**src/rtl/fft_framer_pkg.sv**
```systemverilog
// rtl/fft_framer_pkg.sv - shared types, error codes and frame-length rule for the FFT framer
package fft_framer_pkg;

  localparam logic [1:0] ERR_OK  = 2'b00;
  localparam logic [1:0] ERR_PAD = 2'b01;

  typedef enum logic [1:0] {
    ST_IDLE,
    ST_FILL,
    ST_PAD
  } state_t;

  // A frame length is usable only if it is a power of two inside [min_pts, max_pts].
  function automatic logic legal_pts(input logic [31:0] v, input logic [31:0] min_pts,
                                     input logic [31:0] max_pts);
    return (v != 32'd0) && ((v & (v - 32'd1)) == 32'd0) && (v >= min_pts) && (v <= max_pts);
  endfunction

endpackage

```
**src/rtl/fft_stream_framer_if.sv**
```systemverilog
// rtl/fft_stream_framer_if.sv - sample input and framed output handshakes of the FFT framer
interface fft_stream_framer_if #(
  parameter int DATA_W = 18,
  parameter int PTS_W  = 11,
  parameter int CH_W   = 2
);
  logic                     in_valid;
  logic                     in_ready;
  logic signed [DATA_W-1:0] in_real;
  logic signed [DATA_W-1:0] in_imag;
  logic [CH_W-1:0]          in_chan;

  logic                     out_valid;
  logic                     out_ready;
  logic                     out_sop;
  logic                     out_eop;
  logic [1:0]               out_error;
  logic signed [DATA_W-1:0] out_real;
  logic signed [DATA_W-1:0] out_imag;
  logic [PTS_W-1:0]         out_fftpts;
  logic                     out_inverse;
  logic [CH_W-1:0]          out_chan;

  modport slave (
    input  in_valid, in_real, in_imag, in_chan, out_ready,
    output in_ready, out_valid, out_sop, out_eop, out_error, out_real, out_imag,
           out_fftpts, out_inverse, out_chan
  );

  modport master (
    output in_valid, in_real, in_imag, in_chan, out_ready,
    input  in_ready, out_valid, out_sop, out_eop, out_error, out_real, out_imag,
           out_fftpts, out_inverse, out_chan
  );
endinterface

```
**src/rtl/fft_framer_fifo.sv**
```systemverilog
// rtl/fft_framer_fifo.sv - synchronous FIFO with reset-cleared storage and full/empty/count
// The head entry is read straight from storage, so a word written in cycle N is visible in N+1.
module fft_framer_fifo #(
  parameter int WIDTH = 8,
  parameter int DEPTH = 8,
  localparam int AW = $clog2(DEPTH)
) (
  input  logic             clk,
  input  logic             reset,
  input  logic             wr_en,
  input  logic [WIDTH-1:0] wr_data,
  input  logic             rd_en,
  output logic [WIDTH-1:0] rd_data,
  output logic             full,
  output logic             empty,
  output logic [AW:0]      count
);
  logic [WIDTH-1:0] mem [DEPTH];
  logic [AW-1:0]    wr_ptr;
  logic [AW-1:0]    rd_ptr;
  logic             do_wr;
  logic             do_rd;

  assign full    = (count == (AW+1)'(DEPTH));
  assign empty   = (count == '0);
  assign do_wr   = wr_en && !full;
  assign do_rd   = rd_en && !empty;
  assign rd_data = mem[rd_ptr];

  always_ff @(posedge clk) begin
    if (reset) begin
      wr_ptr <= '0;
      rd_ptr <= '0;
      count  <= '0;
      for (int i = 0; i < DEPTH; i++) mem[i] <= '0;
    end else begin
      if (do_wr) begin
        mem[wr_ptr] <= wr_data;
        wr_ptr      <= wr_ptr + AW'(1);
      end
      if (do_rd) rd_ptr <= rd_ptr + AW'(1);
      count <= count + (AW+1)'(do_wr) - (AW+1)'(do_rd);
    end
  end
endmodule

```
**src/rtl/fft_stream_framer.sv**
```systemverilog
// rtl/fft_stream_framer.sv - cuts a complex sample stream into power-of-two FFT frames
// Short frames (flush or channel switch) are zero-padded and flagged; illegal lengths are dropped.
module fft_stream_framer
  import fft_framer_pkg::*;
#(
  parameter int DATA_W     = 18,
  parameter int PTS_W      = 11,
  parameter int MIN_PTS    = 8,
  parameter int CH_W       = 2,
  parameter int FIFO_DEPTH = 8
) (
  input  logic               clk,
  input  logic               reset,
  input  logic [PTS_W-1:0]   cfg_fftpts,
  input  logic               cfg_inverse,
  input  logic               flush,
  fft_stream_framer_if.slave bus,
  output logic [15:0]        frame_count,
  output logic [15:0]        drop_count
);
  localparam int MAX_PTS = 1 << (PTS_W - 1);
  localparam int WORD_W  = 5 + 2 * DATA_W + PTS_W + CH_W;
  localparam int CNT_W   = $clog2(FIFO_DEPTH) + 1;

  state_t                   state;
  logic [PTS_W-1:0]         idx;
  logic [PTS_W-1:0]         pts_q;
  logic                     inv_q;
  logic [CH_W-1:0]          chan_q;
  logic                     run_q;

  logic                     chan_mismatch;
  logic                     cfg_legal;
  logic                     in_fire;
  logic                     last;

  logic                     wr_en;
  logic                     w_sop;
  logic                     w_eop;
  logic [1:0]               w_err;
  logic signed [DATA_W-1:0] w_real;
  logic signed [DATA_W-1:0] w_imag;
  logic [PTS_W-1:0]         w_pts;
  logic                     w_inv;
  logic [CH_W-1:0]          w_chan;
  logic [WORD_W-1:0]        wr_word;
  logic [WORD_W-1:0]        rd_word;
  logic                     fifo_full;
  logic                     fifo_empty;
  logic [CNT_W-1:0]         fifo_count;

  // run_q keeps in_ready low through reset and releases it the cycle after.
  assign chan_mismatch = (state == ST_FILL) && bus.in_valid && (bus.in_chan != chan_q);
  assign cfg_legal     = legal_pts(32'(cfg_fftpts), 32'(MIN_PTS), 32'(MAX_PTS));
  assign bus.in_ready  = run_q && (fifo_count != CNT_W'(FIFO_DEPTH)) && (state != ST_PAD)
                         && !chan_mismatch;
  assign in_fire       = bus.in_valid && bus.in_ready;
  assign last          = (idx == pts_q - PTS_W'(1));

  always_comb begin
    wr_en  = 1'b0;
    w_sop  = 1'b0;
    w_eop  = 1'b0;
    w_err  = ERR_OK;
    w_real = bus.in_real;
    w_imag = bus.in_imag;
    w_pts  = pts_q;
    w_inv  = inv_q;
    w_chan = chan_q;
    case (state)
      ST_IDLE: begin
        if (in_fire && cfg_legal) begin
          wr_en  = 1'b1;
          w_sop  = 1'b1;
          w_pts  = cfg_fftpts;
          w_inv  = cfg_inverse;
          w_chan = bus.in_chan;
        end
      end
      ST_FILL: begin
        if (in_fire) begin
          wr_en = 1'b1;
          w_eop = last;
        end
      end
      ST_PAD: begin
        if (!fifo_full) begin
          wr_en  = 1'b1;
          w_eop  = last;
          w_err  = ERR_PAD;
          w_real = '0;
          w_imag = '0;
        end
      end
      default: ;
    endcase
  end

  assign wr_word = {w_sop, w_eop, w_err, w_real, w_imag, w_pts, w_inv, w_chan};

  always_ff @(posedge clk) begin
    if (reset) begin
      state       <= ST_IDLE;
      idx         <= '0;
      pts_q       <= '0;
      inv_q       <= 1'b0;
      chan_q      <= '0;
      run_q       <= 1'b0;
      frame_count <= '0;
      drop_count  <= '0;
    end else begin
      run_q <= 1'b1;
      if (wr_en) begin
        idx <= w_eop ? '0 : idx + PTS_W'(1);
        if (w_eop) frame_count <= frame_count + 16'd1;
      end
      case (state)
        ST_IDLE: begin
          if (in_fire) begin
            if (cfg_legal) begin
              pts_q  <= cfg_fftpts;
              inv_q  <= cfg_inverse;
              chan_q <= bus.in_chan;
              state  <= ST_FILL;
            end else if (drop_count != 16'hFFFF) begin
              drop_count <= drop_count + 16'd1;
            end
          end
        end
        ST_FILL: begin
          // A completing sample wins over a simultaneous flush: nothing is left to pad.
          if (wr_en && w_eop) state <= ST_IDLE;
          else if (flush || chan_mismatch) state <= ST_PAD;
        end
        ST_PAD: begin
          if (wr_en && w_eop) state <= ST_IDLE;
        end
        default: state <= ST_IDLE;
      endcase
    end
  end

  fft_framer_fifo #(
    .WIDTH(WORD_W),
    .DEPTH(FIFO_DEPTH)
  ) u_fifo (
    .clk    (clk),
    .reset  (reset),
    .wr_en  (wr_en),
    .wr_data(wr_word),
    .rd_en  (bus.out_ready),
    .rd_data(rd_word),
    .full   (fifo_full),
    .empty  (fifo_empty),
    .count  (fifo_count)
  );

  assign bus.out_valid = !fifo_empty;
  assign {bus.out_sop, bus.out_eop, bus.out_error, bus.out_real, bus.out_imag,
          bus.out_fftpts, bus.out_inverse, bus.out_chan} = rd_word;
endmodule

```
**src/flat_wrapper.sv**
```systemverilog
// flat-port wrapper written by rule: the top's interface ports become plain ports
module fft_stream_framer_flat import fft_framer_pkg::*;
#(
  parameter int DATA_W     = 18,
  parameter int PTS_W      = 11,
  parameter int MIN_PTS    = 8,
  parameter int CH_W       = 2,
  parameter int FIFO_DEPTH = 8
)
  (clk, reset, cfg_fftpts, cfg_inverse, flush, frame_count, drop_count, bus_in_valid, bus_in_real, bus_in_imag, bus_in_chan, bus_out_ready, bus_in_ready, bus_out_valid, bus_out_sop, bus_out_eop, bus_out_error, bus_out_real, bus_out_imag, bus_out_fftpts, bus_out_inverse, bus_out_chan);
  fft_stream_framer_if #(.DATA_W(DATA_W), .PTS_W(PTS_W), .CH_W(CH_W)) bus_i ();
  input  logic clk;
  input  logic reset;
  input  logic [PTS_W-1:0] cfg_fftpts;
  input  logic cfg_inverse;
  input  logic flush;
  output logic [15:0] frame_count;
  output logic [15:0] drop_count;
  input wire logic [$bits(bus_i.in_valid)-1:0] bus_in_valid;
  input wire logic [$bits(bus_i.in_real)-1:0] bus_in_real;
  input wire logic [$bits(bus_i.in_imag)-1:0] bus_in_imag;
  input wire logic [$bits(bus_i.in_chan)-1:0] bus_in_chan;
  input wire logic [$bits(bus_i.out_ready)-1:0] bus_out_ready;
  output wire logic [$bits(bus_i.in_ready)-1:0] bus_in_ready;
  output wire logic [$bits(bus_i.out_valid)-1:0] bus_out_valid;
  output wire logic [$bits(bus_i.out_sop)-1:0] bus_out_sop;
  output wire logic [$bits(bus_i.out_eop)-1:0] bus_out_eop;
  output wire logic [$bits(bus_i.out_error)-1:0] bus_out_error;
  output wire logic [$bits(bus_i.out_real)-1:0] bus_out_real;
  output wire logic [$bits(bus_i.out_imag)-1:0] bus_out_imag;
  output wire logic [$bits(bus_i.out_fftpts)-1:0] bus_out_fftpts;
  output wire logic [$bits(bus_i.out_inverse)-1:0] bus_out_inverse;
  output wire logic [$bits(bus_i.out_chan)-1:0] bus_out_chan;
  assign bus_i.in_valid = bus_in_valid;
  assign bus_i.in_real = bus_in_real;
  assign bus_i.in_imag = bus_in_imag;
  assign bus_i.in_chan = bus_in_chan;
  assign bus_i.out_ready = bus_out_ready;
  assign bus_in_ready = bus_i.in_ready;
  assign bus_out_valid = bus_i.out_valid;
  assign bus_out_sop = bus_i.out_sop;
  assign bus_out_eop = bus_i.out_eop;
  assign bus_out_error = bus_i.out_error;
  assign bus_out_real = bus_i.out_real;
  assign bus_out_imag = bus_i.out_imag;
  assign bus_out_fftpts = bus_i.out_fftpts;
  assign bus_out_inverse = bus_i.out_inverse;
  assign bus_out_chan = bus_i.out_chan;
  fft_stream_framer #(.DATA_W(DATA_W), .PTS_W(PTS_W), .MIN_PTS(MIN_PTS), .CH_W(CH_W), .FIFO_DEPTH(FIFO_DEPTH)) u_core (.clk(clk), .reset(reset), .cfg_fftpts(cfg_fftpts), .cfg_inverse(cfg_inverse), .flush(flush), .bus(bus_i), .frame_count(frame_count), .drop_count(drop_count));
endmodule
```
**config.mk**
```make
export PLATFORM = sky130hd
export DESIGN_NAME = fft_stream_framer_flat
export DESIGN_NICKNAME = d
export VERILOG_FILES = /design/src/rtl/fft_framer_pkg.sv /design/src/rtl/fft_stream_framer_if.sv /design/src/rtl/fft_framer_fifo.sv /design/src/rtl/fft_stream_framer.sv /design/src/flat_wrapper.sv
export SDC_FILE = /design/constraint.sdc
export NUM_CORES = 1
export LEC_CHECK = 0
export ABC_AREA = 1
export CORE_MARGIN = 8
export CORE_UTILIZATION = 32
export CTS_BUF_LIST = sky130_fd_sc_hd__clkbuf_8
export CTS_CLUSTER_DIAMETER = 120
export DETAILED_ROUTE_END_ITERATION = 16
export HOLD_SLACK_MARGIN = 0.08
export PLACE_DENSITY = 0.56
export REMOVE_ABC_BUFFERS = 1
export SYNTH_ARGS = -nofsm -noshare
export SYNTH_HDL_FRONTEND = slang
export SYNTH_SLANG_ARGS = --single-unit
```
**constraint.sdc**
```tcl
create_clock -name clk -period 6.4 [get_ports clk]
set_clock_uncertainty 0.1 [all_clocks]
set_input_delay 1.28 -clock clk [delete_from_list [all_inputs] [get_ports clk]]
set_output_delay 1.28 -clock clk [all_outputs]
set_load 0.05 [all_outputs]
```
# After elaboration in Yosys (flattened, before gate mapping)
# Memories as Yosys holds them, arrays and structs flattened. A register that Yosys moved wholly into a read port is not among the register bits.
# Index checks and enable logic that the tools add are counted.
dict set report totals {
  reg_bits 70
  latchBits 0
  ram_bits 432
  romBits 0
  in_bits 55
  output_inout_bits 88
  wordCells 101
  memories 1
}
dict set report classes {
  addsub 9
  n_mul 0
  div 0
  n_lt_le_gt_ge 2
  eq_ne 12
  shifts 0
  n_mux 38
  n_bitwise 2
  reduce_logical 26
}
# name words word_bits read_ports rd_ports_with_merged_regs wr line_no
set memory_table {}
lappend memory_table {u_core.u_fifo.mem 8 54 1 1 8 fft_framer_fifo.sv:18} ;# logic [WIDTH-1:0] mem [DEPTH];
# op n
set op_table {}
lappend op_table {{$mux 18} 4}
lappend op_table {{$mux 54} 1}
lappend op_table {{$reduce_or 54->1} 1}
lappend op_table {{$mux 11} 3}
lappend op_table {{$add 16x1->16 const B} 2}
lappend op_table {{$and 11x32->32} 1}
lappend op_table {{$logic_not 32->1} 1}
lappend op_table {{$mux 1} 16}
lappend op_table {{$mux 2} 8}
lappend op_table {{$ne 16x16->1 const B} 1}
lappend op_table {{$logic_and 1x1->1} 13}
lappend op_table {{$sub 11x1->12 const B} 1}
lappend op_table {{$add 11x1->11 const B} 1}
lappend op_table {{$eq 11x11->1} 1}
lappend op_table {{$ge 11x4->1 const B} 1}
lappend op_table {{$le 11x11->1 const B} 1}
lappend op_table {{$reduce_bool 11->1} 1}
lappend op_table {{$sub 11x1->11 const B} 1}
lappend op_table {{$mux 3} 3}
lappend op_table {{$reduce_and 4->1} 2}
lappend op_table {{$add 3x1->3 const B} 2}
lappend op_table {{$ne 2x1->1 const B} 3}
lappend op_table {{$pmux 2 s3} 1}
lappend op_table {{$add 4x1->4} 1}
lappend op_table {{other kinds (17)} 19}

# Depth between registers and ports, before layout
# Gate-level depths: netlist of run 1.
dict set report depth {
  ltp_word 15
  depth_mapped 20
  depth_no_buf 19
}

# Cells and area by module
# Synthesis of run 1 repeated with hierarchy kept, for this count alone.
dict set report unflattened {
  hier_cells 3142
  area_unflattened_um2 26056.2
}
# module instances cells_each area_per_inst_um2 seq_area_each_um2
set by_module_without_submodules {}
lappend by_module_without_submodules {fft_framer_fifo 1 2481 22058.7 13232.7}
lappend by_module_without_submodules {fft_stream_framer 1 661 3997.6 1201.2}

# Worst setup path after synthesis of run 1
# OpenSTA, ideal clock, no wires.
dict set report synth_path {
  path_type {input port to flip-flop}
  start {in cfg_fftpts[0]}
  end {mem u_core.u_fifo.mem[1][0] (netlist name) (enable)}
  setup_ps 412
  t_arrival_ps 3918
  required_ps 5888
  path_slack_ps 1970
  path_stages 14
  path_buffers 1
  path_cell_list {nor2_2 inv_1 nor2_1 nand2_1 nand2_1 nand3_1 nor2_1 nand3_1 nand2_2 nand2_4 nor3_4 nand2_2 buf_2 nand2_1}
}
# element line_no
set synth_rtl {}
lappend synth_rtl {{from (decl)} flat_wrapper.sv:14} ;# input logic [PTS_W-1:0] cfg_fftpts;
lappend synth_rtl {{to (decl)} fft_framer_fifo.sv:18}

==> impl_metrics.yaml, run 1 <==
finish:
  final_cells: 3552
  drive_above_1_share_pct: 6.17
  syn_to_final_growth_pct: 17.6
  fin_util_pct: 38.0
  layout.nets: 2613
power_and_ir_drop:
  p_clk_share_pct: 29.9
  p_int_w: 0.00597
  switchingPower_w: 0.00345
  power_frac_comb_pct: 29.6
  powerDensity_nw_per_um2: 355
  p_leak_nw: 9.88
  swShare_pct: 36.7
  seq_power_share_pct: 40.5
  ir_drop_uv: 197
synthesis:
  yosysTopAreaCellShare_pct: 56.4
  netlist_instances: 2427
  ys.flop_type: "edfxtp_1"
  ys_top_cells_by_count: "893 x nor2_1, 424 x edfxtp_1, 249 x o21ai_0"
  synth_warnings: 0
  ys_ff_latch: 497
  syn_area_sq_um: 22600
  synth_edf_count: 424
  ys_types: 41
  synth.largest_area_cell: "edfxtp_1"
  synth_area_leaders: "edfxtp_1 56%, nor2_1 15%, dfxtp_1 6.5%"
  yosysMostFrequentCell: "nor2_1"
  syn_avg_cell_area_sq_um: 9.31
  async_flop_share_pct: 0
  yosysSeqAreaShare_pct: 62.8
worst_setup_path:
  crit_type: "flop to output port"
  r2r_start: "u_core.state[0]$_SDFFE_PP0P_"
  ff2ff_path_depth: 14
  r2r_slack_ns: 2.62
  cp-start-kind: "flop"
  crit_required_ns: 5.02
  crit_end: "bus_out_fftpts[8]"
  path_cells: "buf_4 > o21ai_0 > o22ai_1 > nor2_1 > a31oi_1 > clkdlybuf4s50_1"
  worstPathMaxFanout: 86
  cp_data_arrival_time_ns: 4.11
  max_stage_delay_ns: 0.93
  r2r-end: "u_core.u_fifo.mem[3][24]$_SDFFCE_PN0P_"
  cp_slowest_cell: "clkdlybuf4s50_1"
  cp-end-kind: "output port"
clock_network:
  cts_setup_buffers: 0
  cts-resized-gates: 0
  clk_latency_ns: 0.67
  cts_tree: "done"
  clkSinkCount: 497
  clk_pin_slew_ns: 0.06
  cts.hold.buffers_added: 0
  cts.path.max_buffers: 3
  numCtsBuffers: 88
  htree_levels: 3
  clockRootBuffer: "clkbuf_8"
route:
  vias_per_cell: 4.95
  wirelength_microns: 63700
  drc: 0
  via_count: 17600
  drt_pass1_iterations: 7
  first_iter_violations: 1411
  ant_nets: 0
  post_drt_wl_per_cell_microns: 17.9
grt:
  grt_remaining_overflow: 0
  antenna_found_initial: 1
  first_global_vias: 17800
  grt_use_total_pct: 15.5
  grt_max_degree: 146
  grt_pass1_wl_microns: 97900
timing:
  worstMarginPinSlew_ns: 1.08
  timing.final.crit_share_pct: 85.7
  hold_viol: 0
  maxClockFrequency_mhz: 182
  finalSetupViolations: 0
  slew_headroom_pct: 28.3
  maxSlewViolCount: 0
  grt_setup_unrepaired: "no"
  finalCriticalPeriod_ns: 5.49
place:
  gp_congestion: 0.861
  place.detailed.hpwl_microns: 35000
  numPortBuffers: 141
  placed_cells: 3391
min_path:
  hold_class: "flop to flop"
status:
  outcome: "finished clean"
floorplanning:
  rows: 97
  core-area_sq_um: 69900
  die_h_microns: 282
  io_pins: 143
  dieArea_sq_um: 79400
  start_util_pct: 32.3
  die_w_microns: 282
flow_run:
  max-cap-violations: 0
-- kinds of logic after synthesis --
kind of cell | count (synthesis) | share of synthesized area [%]
AO/OA/AOI/OAI | 400 | 9.54
XOR/XNOR | 10 | 0.388
adder cells (fa/ha/maj) | 17 | 0.975
buffers and inverters | 265 | 4.57
flip-flops | 497 | 62.8
other | 1 | 0.0166
AND/OR/NAND/NOR | 1237 | 21.7
-- state kept, by name, summed over array words and instances, names as in the netlist, named ones only --
signal,cells
u_core.state,2
u_core.u_fifo.count,4
u_core.idx,11
u_core.chan_q,2
u_core.u_fifo.rd_ptr,3
u_core.u_fifo.wr_ptr,3
u_core.pts_q,11
u_core.drop_count,16
u_core.run_q,1
u_core.frame_count,16
u_core.inv_q,1
u_core.u_fifo.mem,424
-- placed cells by master, fill, tap and decap left out, types with 2 or more instances in the layout --
master,instances
clkdlybuf4s50_1,141
nor3_4,2
clkinv_2,7
nor3_1,16
and3_1,4
clkinv_1,37
nor2_4,2
ha_1,16
buf_4,21
nand3_1,51
nand4_1,13
clkbuf_8,94
nand2_2,6
dfxtp_4,2
edfxtp_1,424
xor2_1,5
o21ai_0,249
nand3_4,4
nor4_1,3
o21bai_1,4
a21oi_1,35
inv_1,137
nand2_4,9
nand2_1,223
a31oi_1,55
nor3b_1,3
o22ai_1,53
inv_4,2
bufinv_16,3
o21a_1,2
nand3b_1,4
clkinv_8,2
xnor2_1,5
inv_6,3
dfxtp_1,71
nor2_1,893
-- metal layers --
layer,share of wire [%],global-route usage [%],up-vias
li1,-,-,8399
met1,43,19.6,8541
met2,48,26.5,545
met3,7.0,3.62,101
met4,2.1,4.40,0
met5,0,0,-
-- worst min path at each step --
stage / slack, ns / depth (start not counted) / start / to
detailed placement: 0.33 / 1 / u_core.u_fifo.rd_ptr[2]$_SDFFE_PP0P_ / u_core.u_fifo.rd_ptr[2]$_SDFFE_PP0P_
global route: 0.37 / 1 / u_core.u_fifo.rd_ptr[2]$_SDFFE_PP0P_ / flop
global placement: 0.33 / 1 / u_core.u_fifo.rd_ptr[2]$_SDFFE_PP0P_ / flop
finish: 0.34 / 1 / u_core.u_fifo.rd_ptr[2]$_SDFFE_PP0P_ / u_core.u_fifo.rd_ptr[2]$_SDFFE_PP0P_
floorplan: 0.32 / 1 / u_core.u_fifo.rd_ptr[2]$_SDFFE_PP0P_ / flop
CTS: 0.34 / 1 / u_core.u_fifo.rd_ptr[2]$_SDFFE_PP0P_ / u_core.u_fifo.rd_ptr[2]$_SDFFE_PP0P_
-- worst max-delay path, delay by kind of cell (launching register included) --
| kind | cells | cell delay [ns] |
|---|---|---|
| flip-flops | 1 | 0.69 |
| AND/OR/NAND/NOR | 1 | 0.06 |
| buffers and inverters | 2 | 1.69 |
| AO/OA/AOI/OAI | 3 | 0.95 |
-- area by class of cell --
class	count	area, sq um
clock inverters	66	379
inverters	127	487
flip-flops and latches	497	14200
clock buffers	94	1290
fillers	7044	43300
diodes	1	2.50
well taps	940	1180
multi-input cells	1665	7460
repair buffers	162	1570
-- through the flow --
stage | cell area [sq um] | power (W) | hold slack [ns] | setup slack, ns | setup TNS [ns]
6_report | 26600 | 0.00942 | 0.343 | 0.914 | 0
4_1_cts | 26600 | 0.00955 | 0.343 | 0.874 | 0
2_1_floorplan | 22000 | 0.00571 | 0.317 | -3.32 | -173.43
3_3_place_gp | 24900 | 0.00668 | 0.327 | 1.61 | 0
3_5_place_dp | 24900 | 0.00671 | 0.334 | 1.59 | 0
5_1_grt | 26600 | 0.00991 | 0.366 | 0.638 | 0
-- power by group through the flow --
| stage | Sequential [W] | Combinational (W) | Clock [W] |
|---|---|---|---|
| 3_3_place_gp | 0.00387 | 0.00281 | 0 |
| 2_1_floorplan | 0.00391 | 0.00180 | 0 |
| 5_1_grt | 0.00384 | 0.00305 | 0.00302 |
| 6_report | 0.00382 | 0.00279 | 0.00281 |
| 4_1_cts | 0.00382 | 0.00284 | 0.00289 |
| 3_5_place_dp | 0.00388 | 0.00283 | 0 |
No activity file was read; power rests on OpenSTA's default activity.
==> run 2, diff against run 1 <==
CAP_MARGIN = 20   (was unset)
==> results of run 2 <==
No change in the layout: final DEF, timing and power equal those of run 1.
==> run 3, diff against run 2 <==
CORE_ASPECT_RATIO = 0.8   (was unset)
CTS_CLUSTER_SIZE = 16   (was unset)
==> run 3 against run 2 <==
  * Sequential power hardly changed
  * Non-clock buffer count is 1 lower
  * Global-route usage is essentially flat
  * Die area about the same
  * Via count is 1.7% lower
  * Sequential cell count is the same
  * Critical endpoint is now bus_out_fftpts[9]
==> impl_metrics.yaml, run 3 (synthesis gave the netlist of run 1 again) <==
status:
  outcome: "finished clean"
route:
  ant_nets: 0
  wl_met1_microns: 29700
  wl_met3_microns: 4440
  wirelength_microns: 64500
  drt_pass1_iterations: 6
  vias_per_cell: 5.03
  dr_wl_met2_microns: 29300
  top_layer_used: "met5"
  post_drt_wl_per_cell_microns: 18.8
  via_count: 17300
  drc: 0
  first_iter_violations: 1552
finish:
  fillers: 7099
  syn_to_final_growth_pct: 12.8
  final_common_cell: "nor2_1"
  drive_above_1_share_pct: 3.60
  largest_reg_flops: 424
  antenna_cells: 0
  final_cells: 3435
  layout.nets: 2561
  regMostFlops: "u_core.u_fifo.mem"
  top_regs: "u_core.u_fifo.mem: 424 flops, u_core.drop_count: 16 flops, u_core.frame_count: 16 flops"
  fin_area_sq_um: 25500
  layout_common_cells: "893 x nor2_1, 424 x edfxtp_1, 249 x o21ai_0"
floorplanning:
  start_util_pct: 32.2
  core-area_sq_um: 70200
  rows: 87
  io_pins: 143
  die_w_microns: 313
  dieArea_sq_um: 79400
  die_h_microns: 254
clock_network:
  cts_tree: "done"
  cts-resized-gates: 0
  cts.path.max_buffers: 3
  clkSinkCount: 497
  numCtsBuffers: 37
  clk_pin_slew_ns: 0.11
  cts_setup_buffers: 0
  htree_levels: 2
  clk_latency_ns: 0.62
  clockRootBuffer: "clkbuf_8"
  cts.hold.buffers_added: 0
place:
  gp_congestion: 0.862
  post_dp_cell_area_sq_um: 24900
  placed_cells: 3384
  place.detailed.hpwl_microns: 35200
  numPortBuffers: 141
worst_setup_path:
  crit_type: "flop to output port"
  cp-start-kind: "flop"
  crit_required_ns: 5.02
  worstPathMaxFanout: 93
  r2r_slack_ns: 2.74
  ff2ff_path_depth: 13
  cp_data_arrival_time_ns: 4.09
  r2r-end: "u_core.u_fifo.mem[7][45]$_SDFFCE_PN0P_"
  cp-end-kind: "output port"
  r2r_start: "u_core.state[0]$_SDFFE_PP0P_"
  crit_end: "bus_out_fftpts[9]"
power_and_ir_drop:
  powerDensity_nw_per_um2: 323
  p_leak_nw: 9.27
  ir_drop_uv: 221
timing:
  timing.final.crit_share_pct: 85.4
  finalSetupViolations: 0
  maxClockFrequency_mhz: 183
  slew_headroom_pct: 27.3
  holdWs_ns: 0.365
  grt_setup_unrepaired: "no"
  maxSlewViolCount: 0
  hold_viol: 0
  finalCriticalPeriod_ns: 5.47
  worstMarginPinSlew_ns: 1.09
grt:
  grt_pass1_wl_microns: 98800
  antenna_found_initial: 2
  grt_use_total_pct: 15.6
  grt_remaining_overflow: 0
  first_global_vias: 16900
  grt_max_degree: 94
min_path:
  hold_class: "flop to flop"
flow_run:
  max-cap-violations: 0
[run 3: cell count changes in the layout (fill, tap and decap cells not counted), sizes merged]
cell and delta:
bufinv -3, buf -1, inv -16, clkbuf -57
clkinvlp +1, diode -1, clkinv -34
[run 3: metrics by stage]
step	total power (W)	setup slack, ns	util [%]	setup TNS [ns]
6_report	0.00822	0.932	36.3	0
5_1_grt	0.00865	0.627	36.3	0
4_1_cts	0.00831	0.812	36.3	0
3_5_place_dp	0.00673	1.48	35.5	0
3_3_place_gp	0.00669	1.56	35.5	0
2_1_floorplan	0.00571	-3.32	-	-173.43
[run 3: how the worst min path moves through the flow]
stage / slack (ns) / from / cells past startpoint / end
detailed placement: 0.34 / u_core.u_fifo.rd_ptr[2]$_SDFFE_PP0P_ / 1 / flop
global route: 0.39 / u_core.u_fifo.rd_ptr[2]$_SDFFE_PP0P_ / 1 / u_core.u_fifo.rd_ptr[2]$_SDFFE_PP0P_
global placement: 0.33 / u_core.u_fifo.rd_ptr[2]$_SDFFE_PP0P_ / 1 / u_core.u_fifo.rd_ptr[2]$_SDFFE_PP0P_
finish: 0.37 / u_core.u_fifo.rd_ptr[2]$_SDFFE_PP0P_ / 1 / flop
CTS: 0.36 / u_core.u_fifo.rd_ptr[2]$_SDFFE_PP0P_ / 1 / flop
floorplan: 0.32 / u_core.u_fifo.rd_ptr[2]$_SDFFE_PP0P_ / 1 / flop
[run 3: worst max-delay path, stage by stage, from the launching register on]
cell             delay (ns)
dfxtp_4                1.07
buf_4                  0.71
o21ai_0                0.21
o22ai_1                0.21
nor2_1                 0.06
a31oi_1                0.31
clkdlybuf4s50_1        0.87
[run 3: routing by layer]
layer  vias up  global-route usage [%]
met5         -                       0
met4         4                    2.65
met3        76                    3.01
met2       509                    25.6
met1      8460                    21.7
li1       8239                       -
[run 3: cell type report]
cell class,count,area (sq um),area share [%]
Sequential cell,497,14200,55.7
Timing Repair Buffer,161,1590,6.23
Inverter,127,487,1.91
Clock inverter,14,72.6,0.285
Clock buffer,37,509,2.00
Multi-Input combinational cell,1665,7460,29.3
Tap cell,934,1170,4.59
[run 3: where the power goes]
part	internal, W	leakage [nW]	switching, W
sequential	0.00368	4.97	0.000146
clock	0.000543	0.332	0.00106
combinational	0.000804	3.96	0.00199
total	0.00503	9.27	0.00319
